--- src/rtl/load_store_unit.sv ---
// Load/store unit between the execute stage and the RAM: one request at a time,
// misaligned halfword/word accesses become byte beats, loads are extended on return.
module load_store_unit #(
    parameter int unsigned ADDRESS_LIMIT    = 16384,
    parameter bit          SPLIT_MISALIGNED = 1'b1
) (
    input  logic        clock,
    input  logic        reset,
    input  logic        req_valid,
    output logic        req_ready,
    input  logic        req_write,
    input  logic [1:0]  req_size,
    input  logic        req_unsigned,
    input  logic [31:0] req_address,
    input  logic [31:0] req_write_data,
    output logic        resp_valid,
    input  logic        resp_ready,
    output logic [31:0] resp_data,
    output logic        resp_error,
    output logic [3:0]  ram_control,
    output logic [31:0] ram_address,
    output logic [31:0] ram_write_data,
    input  logic [31:0] ram_read_data
);

    typedef enum logic [1:0] {
        IDLE    = 2'd0,
        ACCESS  = 2'd1,
        RESPOND = 2'd2
    } state_t;

    state_t state, next_state;

    logic        lat_write;
    logic        lat_unsigned;
    logic        lat_split;
    logic        lat_error;
    logic [1:0]  lat_size;
    logic [1:0]  beat;
    logic [1:0]  last_beat;
    logic [31:0] lat_address;
    logic [31:0] lat_write_data;
    logic [31:0] raw_data;
    logic [31:0] ext_data;

    logic [32:0] req_bytes;
    logic [32:0] req_end;
    logic        req_misaligned;
    logic        req_error;
    logic        accept;

    // The end address is formed in 33 bits so a request near 2^32 cannot wrap into range.
    always_comb begin
        req_bytes = 33'd1;
        case (req_size)
            2'b01:   req_bytes = 33'd2;
            2'b10:   req_bytes = 33'd4;
            default: req_bytes = 33'd1;
        endcase
        req_end        = {1'b0, req_address} + req_bytes - 33'd1;
        req_misaligned = ((req_size == 2'b01) && req_address[0]) ||
                         ((req_size == 2'b10) && (req_address[1:0] != 2'b00));
        req_error      = (req_size == 2'b11) ||
                         (req_end >= 33'(ADDRESS_LIMIT)) ||
                         (req_misaligned && !SPLIT_MISALIGNED);
    end

    always_ff @(posedge clock) begin
        if (!reset) begin
            state <= IDLE;
        end else begin
            state <= next_state;
        end
    end

    always_comb begin
        next_state     = state;
        req_ready      = 1'b0;
        resp_valid     = 1'b0;
        accept         = 1'b0;
        ram_control    = 4'b0000;
        ram_address    = 32'h0;
        ram_write_data = 32'h0;
        case (state)
            IDLE: begin
                req_ready = 1'b1;
                if (req_valid) begin
                    accept     = 1'b1;
                    next_state = req_error ? RESPOND : ACCESS;
                end
            end
            ACCESS: begin
                if (lat_split) begin
                    ram_control    = {1'b1, 1'b0, 1'b1, lat_write};
                    ram_address    = lat_address + {30'h0, beat};
                    ram_write_data = {24'h0, lat_write_data[{beat, 3'b000} +: 8]};
                end else begin
                    ram_control    = {(lat_size != 2'b10), (lat_size == 2'b01),
                                      (lat_size == 2'b00), lat_write};
                    ram_address    = lat_address;
                    ram_write_data = lat_write_data;
                end
                if (beat == last_beat) begin
                    next_state = RESPOND;
                end
            end
            RESPOND: begin
                resp_valid = 1'b1;
                if (resp_ready) begin
                    next_state = IDLE;
                end
            end
            default: next_state = IDLE;
        endcase
        // A beat in flight when reset arrives must not commit at that edge.
        if (!reset) begin
            ram_control = 4'b0000;
        end
    end

    always_ff @(posedge clock) begin
        if (!reset) begin
            lat_write      <= 1'b0;
            lat_unsigned   <= 1'b0;
            lat_split      <= 1'b0;
            lat_error      <= 1'b0;
            lat_size       <= 2'b00;
            lat_address    <= 32'h0;
            lat_write_data <= 32'h0;
            beat           <= 2'd0;
            last_beat      <= 2'd0;
            raw_data       <= 32'h0;
        end else if (accept) begin
            lat_write      <= req_write;
            lat_unsigned   <= req_unsigned;
            lat_split      <= req_misaligned;
            lat_error      <= req_error;
            lat_size       <= req_size;
            lat_address    <= req_address;
            lat_write_data <= req_write_data;
            beat           <= 2'd0;
            last_beat      <= !req_misaligned ? 2'd0 : ((req_size == 2'b01) ? 2'd1 : 2'd3);
            raw_data       <= 32'h0;
        end else if (state == ACCESS) begin
            if (lat_split) begin
                raw_data[{beat, 3'b000} +: 8] <= ram_read_data[7:0];
            end else begin
                raw_data <= ram_read_data;
            end
            beat <= beat + 2'd1;
        end
    end

    always_comb begin
        case (lat_size)
            2'b00:   ext_data = {{24{!lat_unsigned && raw_data[7]}}, raw_data[7:0]};
            2'b01:   ext_data = {{16{!lat_unsigned && raw_data[15]}}, raw_data[15:0]};
            default: ext_data = raw_data;
        endcase
        resp_data  = 32'h0;
        resp_error = 1'b0;
        if (state == RESPOND) begin
            resp_error = lat_error;
            if (!lat_error && !lat_write) begin
                resp_data = ext_data;
            end
        end
    end

endmodule

--- config.mk ---
export PLATFORM = sky130hd
export DESIGN_NAME = load_store_unit
export DESIGN_NICKNAME = d
export VERILOG_FILES = /design/src/rtl/load_store_unit.sv
export SDC_FILE = /design/constraint.sdc
export NUM_CORES = 1
export LEC_CHECK = 0
export CORE_MARGIN = 4
export CORE_UTILIZATION = 50
export CTS_CLUSTER_SIZE = 10
export DETAILED_ROUTE_END_ITERATION = 7
export PLACE_DENSITY = 0.82
export SYNTH_ARGS = -nofsm -noshare
export SYNTH_HDL_FRONTEND = slang
export SYNTH_SLANG_ARGS = --single-unit
export TNS_END_PERCENT = 1
--- constraint.sdc ---
create_clock -name clock -period 4.1 [get_ports clock]
set_clock_uncertainty 0.2 [all_clocks]
set_input_delay 0.41 -clock clock [delete_from_list [all_inputs] [get_ports clock]]
set_output_delay 0.41 -clock clock [all_outputs]
set_load 0.01 [all_outputs]
==> results.cfg <==
[synthesis]
syn_avg_cell_area_um2 = 7.27
synth_warnings = 0
ys_types = 63
synthFlopType = dfxtp_1
syn_area_um2 = 7730
ys_seq_area_frac = 0.277
synth_cells = 1063
synthArstFlopShare = 0
mappedNetlistNets = 1213
ys_seq_elements = 107
synth_edf_count = 0

[floorplan]
core-area_um2 = 15100
die_x_um = 132
fp.dieH_um = 132
ios = 207
fp.dieArea_um2 = 17500
rows = 45
start_util = 0.510

[power_and_ir_drop]
p_int_mw = 1.77
power.share.switching = 0.300
seqPwrFrac = 0.447
power.density_nw_per_um2 = 246
vdd_drop_max_v = 0.000200
pwr-share-comb = 0.235
switchingPower_uw = 755
p_leak_nw = 3.95
pwr-share-clk = 0.318

[global_route]
grt_max_degree = 72
grt_pass1_vias = 7434
antenna_found_initial = 1
met2_usage = 0.431
grt.met3_usage = 0.0565
grt_pass1_wl_um = 37000
met1_usage = 0.321
busiest_layer = met2
gr-total-overflow = 0
grtUsageTotal = 0.254

[route]
antenna_left = 0
dr.pass1.iters = 5
vias = 7993
wl_um = 23200
drt_iter0_markers = 452
wl_per_cell_um = 16.1
vias_per_cell = 5.55
drc = 0

[worst_hold_path]
hold_class = reg2reg

[placed_design]
io_buffers = 206
place_hpwl_um = 17800
globalplace.congestion = 0.917
place_area_um2 = 9950

[layout]
final_cell_mix = clkdlybuf4s50_1, nand2_1, dfxtp_1, nor2_1, a21oi_1
drive_gt1_frac = 0.0600
finalInstanceArea_um2 = 10200
nNetsFinal = 1396
area_growth_pct = 32.5
layout_commonest_cell = clkdlybuf4s50_1

[sta]
relSlewSlack = 0.188
fin_tns_setup_ns = 0
drv_slew = 0
period_minus_slack_ns = 3.94
finalCritPeriodShare = 0.962
max_freq_mhz = 254
setup-violations-final = 0
worstMarginPinSlew_ns = 1.21
rsz0062_at_grt = no
final_hold_viol_count = 0

[outcome]
status = finished clean

[clock_network]
cts_root_buffer = clkbuf_16
h-tree-depth = 3
cts_buffers = 9
clock_sinks = 107
clock_latency_ns = 0.35
cts_tree = done
path_clk_slew_ns = 0.07
cts_max_path_buffers = 2

[critical_path]
rr_startpoint = beat[0]
worstSetupEndpointType = output port
critPathKind = reg2out
critPathLaunch = lat_address[0]
cp_data_arrival_time_ns = 3.33
startpoint_type = register
reg2reg_to = raw_data[3]
path_max_fanout = 4
crit_path_end = ram_address[24]
r2r_slack_ns = 1.56
r2r_cells = 8
crit_required_ns = 3.49

[run]
maxCapViolCount = 0
## critical path, stage by stage (launching register included)
cell,delay (ns)
dfxtp_1,0.35
ha_1,0.17
inv_1,0.05
fa_1,0.38
nand2b_1,0.19
nor3_2,0.26
and2_4,0.21
and3_2,0.24
and4_1,0.24
nand3_1,0.10
xor2_1,0.15
nor2_1,0.08
clkdlybuf4s50_1,0.55
## stage by stage
stage	util	hold slack [ns]	setup slack, ns	total power [mW]	instances
2_1_floorplan	-	0.240	0.666	1.51	1063
3_3_place_gp	0.657	0.248	0.109	1.73	1421
3_5_place_dp	0.657	0.254	0.0141	1.74	1421
4_1_cts	0.675	0.263	0.0208	2.53	1438
5_1_grt	0.676	0.281	0.000302	2.65	1439
6_report	0.676	0.260	0.156	2.52	1440
## logic make-up after synthesis
logic type | synth area share
AND/OR/NAND/NOR | 0.266
AO/OA/AOI/OAI | 0.245
buffers and inverters | 0.0696
flip-flops | 0.277
adder cells (fa/ha/maj) | 0.0764
XOR/XNOR | 0.0465
multiplexers | 0.0194
## state kept, by name, summed over array words and instances, names as in the netlist
register / cells
beat: 2
raw_data: 32
lat_write_data: 32
lat_write: 1
state: 2
lat_size: 2
lat_address: 32
lat_unsigned: 1
last_beat: 2
lat_error: 1
## power by group through the flow
stage               Combinational [mW]  Sequential [mW]  Clock, mW
floorplan                        0.379             1.13          0
global placement                 0.582             1.15          0
detailed placement               0.586             1.15          0
CTS                              0.591             1.12      0.819
global route                     0.657             1.13      0.858
finish                           0.592             1.13      0.802
## layer usage
metal  share of wire  up-vias
met2            0.47      284
met1            0.43     3675
li1                -     3993
met4           0.022        0
met3           0.074       41
met5               0        -
## how the worst min path moves through the flow
stage                                    to  cells after the start              start  slack (ns)
after global routing      lat_write_data[2]                      2  lat_write_data[2]        0.28
after detailed placement  lat_write_data[2]                      2  lat_write_data[2]        0.25
after global placement    lat_write_data[0]                      2  lat_write_data[0]        0.25
final                     lat_write_data[6]                      2  lat_write_data[6]        0.26
after floorplan           lat_write_data[0]                      2  lat_write_data[0]        0.24
after CTS                 lat_write_data[2]                      2  lat_write_data[2]        0.26
## cells in the mapped netlist (2+ instances only)
master	number	area share
nand2_1	189	0.092
dfxtp_1	107	0.28
nor2_1	92	0.045
a21oi_1	89	0.058
inv_1	74	0.036
a21boi_0	70	0.068
clkbuf_1	45	0.022
ha_1	44	0.071
and2_1	37	0.030
o21ai_0	33	0.021
xor2_1	30	0.034
a211oi_1	29	0.028
nor2b_1	29	0.023
nand4_1	17	0.014
nand3_1	12	0.0078
xnor2_1	11	0.012
nand2b_1	10	0.0081
nor3_1	10	0.0065
a22oi_1	9	0.0087
o22ai_1	9	0.0073
mux2_2	8	0.012
a21o_1	7	0.0068
a31oi_1	7	0.0057
and3_1	7	0.0057
nor4_1	7	0.0057
o211ai_1	7	0.0068
mux2i_1	6	0.0078
and4_1	5	0.0057
buf_1	5	0.0024
o21a_1	5	0.0049
buf_2	4	0.0026
buf_4	4	0.0039
a21oi_2	3	0.0034
o21ai_1	3	0.0019
o21bai_1	3	0.0029
buf_6	2	0.0029
fa_1	2	0.0052
nand3_2	2	0.0026
nor4_2	2	0.0032
o221ai_1	2	0.0023
o31a_1	2	0.0023
o32ai_1	2	0.0023
or3_1	2	0.0016
## what timing repair did
item / 4_1_cts / 5_1_grt
pin swaps: 1 / 2
gates resized for setup: 3 / 4
setup endpoints to repair: 4 / 4
hold buffers: 0 / 0
setup buffers: 1 / 1
## area by class of cell
class,count,area (um^2)
Antenna cell,1,2.50
Clock buffer,11,233
Clock inverter,5,28.8
Fill cell,1278,4900
Inverter,74,278
Multi-Input combinational cell,822,5060
Sequential cell,107,2140
Tap cell,188,235
Timing Repair Buffer,232,2260
No activity file was read; power rests on OpenSTA's default activity.
